**config.mk**
```make
export PLATFORM = sky130hd
export DESIGN_NAME = store_buffer
export DESIGN_NICKNAME = d
export VERILOG_FILES = /design/src/rtl/store_buffer.sv
export SDC_FILE = /design/constraint.sdc
export NUM_CORES = 2
export LEC_CHECK = 0
export CAP_MARGIN = 40
export CORE_ASPECT_RATIO = 0.75
export CORE_MARGIN = 5
export CORE_UTILIZATION = 33
export DETAILED_ROUTE_END_ITERATION = 6
export GPL_TIMING_DRIVEN = 0
export HOLD_SLACK_MARGIN = 0.06
export SLEW_MARGIN = 20
export SYNTH_ARGS = -nofsm -noshare
export SYNTH_HDL_FRONTEND = slang
export SYNTH_SLANG_ARGS = --single-unit
```
**constraint.sdc**
```tcl
create_clock -name clk -period 15.2 [get_ports clk]
set_input_delay 2.28 -clock clk [delete_from_list [all_inputs] [get_ports clk]]
set_output_delay 2.28 -clock clk [all_outputs]
set_load 0.02 [all_outputs]
```
**src/rtl/store_buffer.sv**
```systemverilog
// In-order store FIFO between the MEM stage and the data_mem write port.
// It also forwards load data from pending stores, or stalls the load when a store only partly covers it.
module store_buffer #(
  parameter int DATA_WIDTH = 32,
  parameter int DEPTH      = 4
) (
  input  logic                  clk,
  input  logic                  rst,
  input  logic                  st_valid,
  input  logic [DATA_WIDTH-1:0] st_addr,
  input  logic [DATA_WIDTH-1:0] st_data,
  input  logic [2:0]            st_funct3,
  output logic                  st_ready,
  input  logic                  ld_active,
  input  logic [DATA_WIDTH-1:0] ld_addr,
  input  logic [2:0]            ld_funct3,
  output logic                  fwd_hit,
  output logic [DATA_WIDTH-1:0] fwd_data,
  output logic                  ld_stall,
  output logic                  mem_wen,
  output logic [DATA_WIDTH-1:0] mem_addr,
  output logic [DATA_WIDTH-1:0] mem_wdata,
  output logic [2:0]            mem_funct3,
  output logic                  empty
);
  localparam int AW = $clog2(DEPTH);

  logic [DATA_WIDTH-1:0] ent_addr  [DEPTH];
  logic [DATA_WIDTH-1:0] ent_data  [DEPTH];
  logic [2:0]            ent_funct3[DEPTH];
  logic [AW-1:0]         wr_ptr;
  logic [AW-1:0]         rd_ptr;
  logic [AW:0]           count;

  logic                  enq;
  logic                  hit_s;
  logic                  stall_s;
  logic                  found_s;
  logic [DATA_WIDTH-1:0] fwd_s;
  logic [AW-1:0]         idx_s;
  logic [DATA_WIDTH:0]   s_lo;
  logic [DATA_WIDTH:0]   s_hi;
  logic [DATA_WIDTH:0]   l_lo;
  logic [DATA_WIDTH:0]   l_hi;

  function automatic logic [2:0] size_of(input logic [2:0] f3);
    case (f3[1:0])
      2'b00:   size_of = 3'd1;
      2'b01:   size_of = 3'd2;
      default: size_of = 3'd4;
    endcase
  endfunction

  function automatic logic [DATA_WIDTH-1:0] extend(input logic [DATA_WIDTH-1:0] d,
                                                   input logic [2:0] f3);
    case (f3)
      3'b000:  extend = {{(DATA_WIDTH-8){d[7]}}, d[7:0]};
      3'b001:  extend = {{(DATA_WIDTH-16){d[15]}}, d[15:0]};
      3'b100:  extend = {{(DATA_WIDTH-8){1'b0}}, d[7:0]};
      3'b101:  extend = {{(DATA_WIDTH-16){1'b0}}, d[15:0]};
      default: extend = d;
    endcase
  endfunction

  assign empty    = (count == {(AW+1){1'b0}});
  assign st_ready = (count != (AW+1)'(DEPTH));
  assign enq      = st_valid && st_ready &&
                    (st_funct3 == 3'b000 || st_funct3 == 3'b001 || st_funct3 == 3'b010);

  // Youngest-first scan of live entries; ranges use one extra bit so the top of memory never wraps to 0.
  always_comb begin
    hit_s   = 1'b0;
    stall_s = 1'b0;
    found_s = 1'b0;
    fwd_s   = {DATA_WIDTH{1'b0}};
    idx_s   = {AW{1'b0}};
    s_lo    = {(DATA_WIDTH+1){1'b0}};
    s_hi    = {(DATA_WIDTH+1){1'b0}};
    l_lo    = {1'b0, ld_addr};
    l_hi    = l_lo + (DATA_WIDTH+1)'(size_of(ld_funct3)) - {{DATA_WIDTH{1'b0}}, 1'b1};
    for (int k = DEPTH - 1; k >= 0; k--) begin
      idx_s = rd_ptr + AW'(k);
      s_lo  = {1'b0, ent_addr[idx_s]};
      s_hi  = s_lo + (DATA_WIDTH+1)'(size_of(ent_funct3[idx_s])) - {{DATA_WIDTH{1'b0}}, 1'b1};
      if (!found_s && ((AW+1)'(k) < count) && (s_lo <= l_hi) && (l_lo <= s_hi)) begin
        found_s = 1'b1;
        if (ent_addr[idx_s] == ld_addr && size_of(ent_funct3[idx_s]) >= size_of(ld_funct3)) begin
          hit_s = 1'b1;
          fwd_s = extend(ent_data[idx_s], ld_funct3);
        end else begin
          stall_s = 1'b1;
        end
      end else begin
        found_s = found_s;
      end
    end
  end

  assign fwd_hit    = ld_active && hit_s;
  assign ld_stall   = ld_active && stall_s;
  assign fwd_data   = fwd_hit ? fwd_s : {DATA_WIDTH{1'b0}};
  // A stalled load yields the port so the blocking store can drain.
  assign mem_wen    = !empty && (!ld_active || ld_stall);
  assign mem_addr   = ent_addr[rd_ptr];
  assign mem_wdata  = ent_data[rd_ptr];
  assign mem_funct3 = ent_funct3[rd_ptr];

  // Entry storage, written at the tail on enqueue.
  always_ff @(posedge clk) begin
    if (enq) begin
      ent_addr[wr_ptr]   <= st_addr;
      ent_data[wr_ptr]   <= st_data;
      ent_funct3[wr_ptr] <= st_funct3;
    end
  end

  // Pointer and occupancy bookkeeping.
  always_ff @(posedge clk or posedge rst) begin
    if (rst) begin
      wr_ptr <= {AW{1'b0}};
      rd_ptr <= {AW{1'b0}};
      count  <= {(AW+1){1'b0}};
    end else begin
      if (enq) wr_ptr <= wr_ptr + {{(AW-1){1'b0}}, 1'b1};
      if (mem_wen) rd_ptr <= rd_ptr + {{(AW-1){1'b0}}, 1'b1};
      case ({enq, mem_wen})
        2'b10:   count <= count + {{AW{1'b0}}, 1'b1};
        2'b01:   count <= count - {{AW{1'b0}}, 1'b1};
        default: count <= count;
      endcase
    end
  end
endmodule

```
==> impl_metrics.tcl <==
set metrics [dict create \
    grt_start_max_net_pins 39 \
    cp.arrival_ns 12.65 \
    synth_edf_count 268 \
    routed_wl_mm 131.0 \
    dieArea_um2 100800 \
    maxCapViolations 0 \
    path_clk_slew_ns 0.07 \
    async_flop_share_pct 2.545 \
    cts_tree "built" \
    netlist_area_um2 31190 \
    cts-htree-levels 1 \
    vias 29310 \
    antenna_found_initial 14 \
    cts_sinks 275 \
    fin_util_pct 38.87 \
    globalRouteOverflowTotal 0 \
    root_buffer "clkbuf_16" \
    nFillCells 9414 \
    dp_hpwl_mm 107.4 \
    ys_types 89 \
    yosys_register_bits 275 \
    grtUsageTotal_pct 24.63 \
    maxSlewViolCount 0 \
    drive_gt1_share_pct 7.240 \
    crit_type "reg -> out" \
    fmax_mhz 66.98 \
    cts.path.max_buffers 3 \
    drt_iter0_drc 4127 \
    io_buffers 207 \
    seq_area_frac_synth_pct 26.36 \
    cpPeakStageDelay_ns 0.66 \
    die_w_um 365.0 \
    hold_path_class "reg -> reg" \
    yosysMostFrequentCell "ha_1" \
    slowest_stage "clkdlybuf4s50_1" \
    numCtsBuffers 27 \
    nets 4363 \
    period_minus_slack_ns 14.93 \
    ctsHoldBuffers 0 \
    grt_pass1_wl_mm 184.9 \
    hold_viol 0 \
    critPathMaxFanout 19 \
    crit_required_ns 12.92 \
    std_cell_rows 97 \
    viasPerCell 5.777 \
    core_um2 93570 \
    skew_ns 0.01202 \
    start_util_pct 33.34 \
    status "complete, no violations" \
    setup_viol 0 \
    syn-mean-instance-area_um2 8.857 \
    yosysWarningCount 0 \
    cp_common_cell "buf_2" \
    tightest_slew_ns 0.9461 \
    ant_nets 0 \
    rrSetupSlack_ns 3.97 \
    syn_inst 3522 \
    finalCritPeriodShare_pct 98.23 \
    die_h_um 276.3 \
    synth_top_area_share_pct 25.80 \
    synth_ff_type "edfxtp_1" \
    syn_to_final_growth_pct 16.61 \
    synth_common_cells "ha_1 (447), nand2_1 (390), a21oi_1 (270), edfxtp_1 (268), inv_1 (250)" \
    hold_depth 2 \
    routedWlPerCell_um 25.83 \
    ios 210 \
    worstRegToRegCells 43 \
    clock_latency_ns 0.58 \
    first_pass_iters 6 \
    synth_top_cell_by_area "edfxtp_1" \
    grt_pass1_vias 26040 \
    synth_nets 4080 \
    cp-start-kind "flip-flop" \
    routabilityCongestion 1.039 \
    synthTopCellsByArea "edfxtp_1 (26%), ha_1 (18%), mux2i_1 (7.7%)" \
    end_kind "output pin" \
    drcViolationCount 0 \
    relSlewSlack_pct 36.92 \
]
==> kinds of logic after synthesis <==
kind of cell,after synthesis,synth area share [%]
xor gates and xnor gates,253,7.104
AOI/OAI and AO/OA,895,18.29
and+or+nand+nor,961,14.64
muxes,315,10.63
adders and majority gates,452,18.25
DFF,275,26.36
buffers and inverters,371,4.725
==> layout make-up <==
class,count,area (um2),area share [%]
Antenna cell,10,25.02,0.06880
Clock buffer,28,679.4,1.868
Clock inverter,22,250.2,0.6880
Timing Repair Buffer,260,2559,7.034
Inverter,253,949.7,2.611
Sequential cell,275,8223,22.61
Multi-Input combinational cell,2876,21580,59.33
Tap cell,1237,1548,4.255
Buffer,112,560.5,1.541
==> final timing paths <==
kind / start / to
max: rd_ptr[0]$_DFFE_PP0P_ / fwd_data[16]
min: count[1]$_DFFE_PP0P_ / count[1]$_DFFE_PP0P_
max reg2reg: rd_ptr[1]$_DFFE_PP0P_ / count[2]$_DFFE_PP0P_
min reg2reg: count[1]$_DFFE_PP0P_ / count[1]$_DFFE_PP0P_
max in group asynchronous: rst / wr_ptr[0]$_DFFE_PP0P_
min in group asynchronous: rst / rd_ptr[1]$_DFFE_PP0P_
==> cell usage in the layout (no fill, tap or decap), types with 19 or more instances in the layout <==
| master | synthesis | final |
|---|---|---|
| a211oi_1 | 25 | 25 |
| a21o_1 | 141 | 141 |
| a21oi_1 | 270 | 270 |
| a22oi_1 | 19 | 19 |
| a31oi_1 | 27 | 27 |
| and3_1 | 35 | 35 |
| buf_2 | 35 | 42 |
| buf_4 | 8 | 30 |
| clkbuf_1 | 52 | 39 |
| clkbuf_16 | 0 | 27 |
| clkdlybuf4s50_1 | 0 | 207 |
| edfxtp_1 | 268 | 268 |
| ha_1 | 447 | 446 |
| inv_1 | 250 | 250 |
| mux2_2 | 64 | 64 |
| mux2i_1 | 240 | 240 |
| nand2_1 | 390 | 389 |
| nand2b_1 | 31 | 31 |
| nand3_1 | 62 | 60 |
| nand4_1 | 83 | 83 |
| nor2_1 | 160 | 160 |
| nor2b_1 | 32 | 32 |
| nor3_1 | 59 | 58 |
| nor4_1 | 22 | 21 |
| o211ai_1 | 28 | 28 |
| o21a_1 | 30 | 30 |
| o21ai_0 | 178 | 175 |
| o21ai_1 | 21 | 21 |
| o21bai_1 | 22 | 22 |
| xnor2_1 | 172 | 172 |
| xor2_1 | 81 | 81 |
==> layer usage <==
metal	routed length [um]	vias to the layer above	track usage [%]
met4	3512	6	5.822
met1	59470	13910	37.65
met3	15040	188	5.757
met2	52950	1589	34.67
li1	-	13610	-
met5	43	-	0
==> through the flow <==
stage	instance area, um2	worst slack (ns)	hold WS (ns)	cells	TNS [ns]
after global routing	36370	-0.07408	0.6616	5070	-0.1100
after floorplan	31190	3.617	0.5198	3522	0
after CTS	36230	0.03676	0.6052	5059	0
final	36370	0.2692	0.6081	5073	0
after global placement	34810	-2.103	0.5755	4966	-65.31
after detailed placement	35250	-1.324	0.5887	5011	-38.97
==> timing repair <==
| action | 4_1_cts | 5_1_grt |
|---|---|---|
| resized for setup | 24 | 35 |
| pin swaps | 0 | 1 |
| endpoints found under the setup margin | 35 | 34 |
| setup buffers | 1 | 1 |
==> worst max-delay path, delay by kind of cell, from the launching register on <==
family                     cells  cell delay [ns]
buffers and inverters         13             4.54
AOI/OAI and AO/OA             15             3.97
and+or+nand+nor               10             1.89
adders and majority gates      4             1.10
DFF                            1             0.35
xor gates and xnor gates       1             0.13
==> flip-flops by register name (all words and copies together) (netlist names) <==
register / flops
count: 3
ent_addr: 128
ent_data: 128
ent_funct3: 12
rd_ptr: 2
wr_ptr: 2
Power is left out: the tool's default activity adds up to more than one toggle a clock period on the data nets, which glitch-free logic cannot reach.
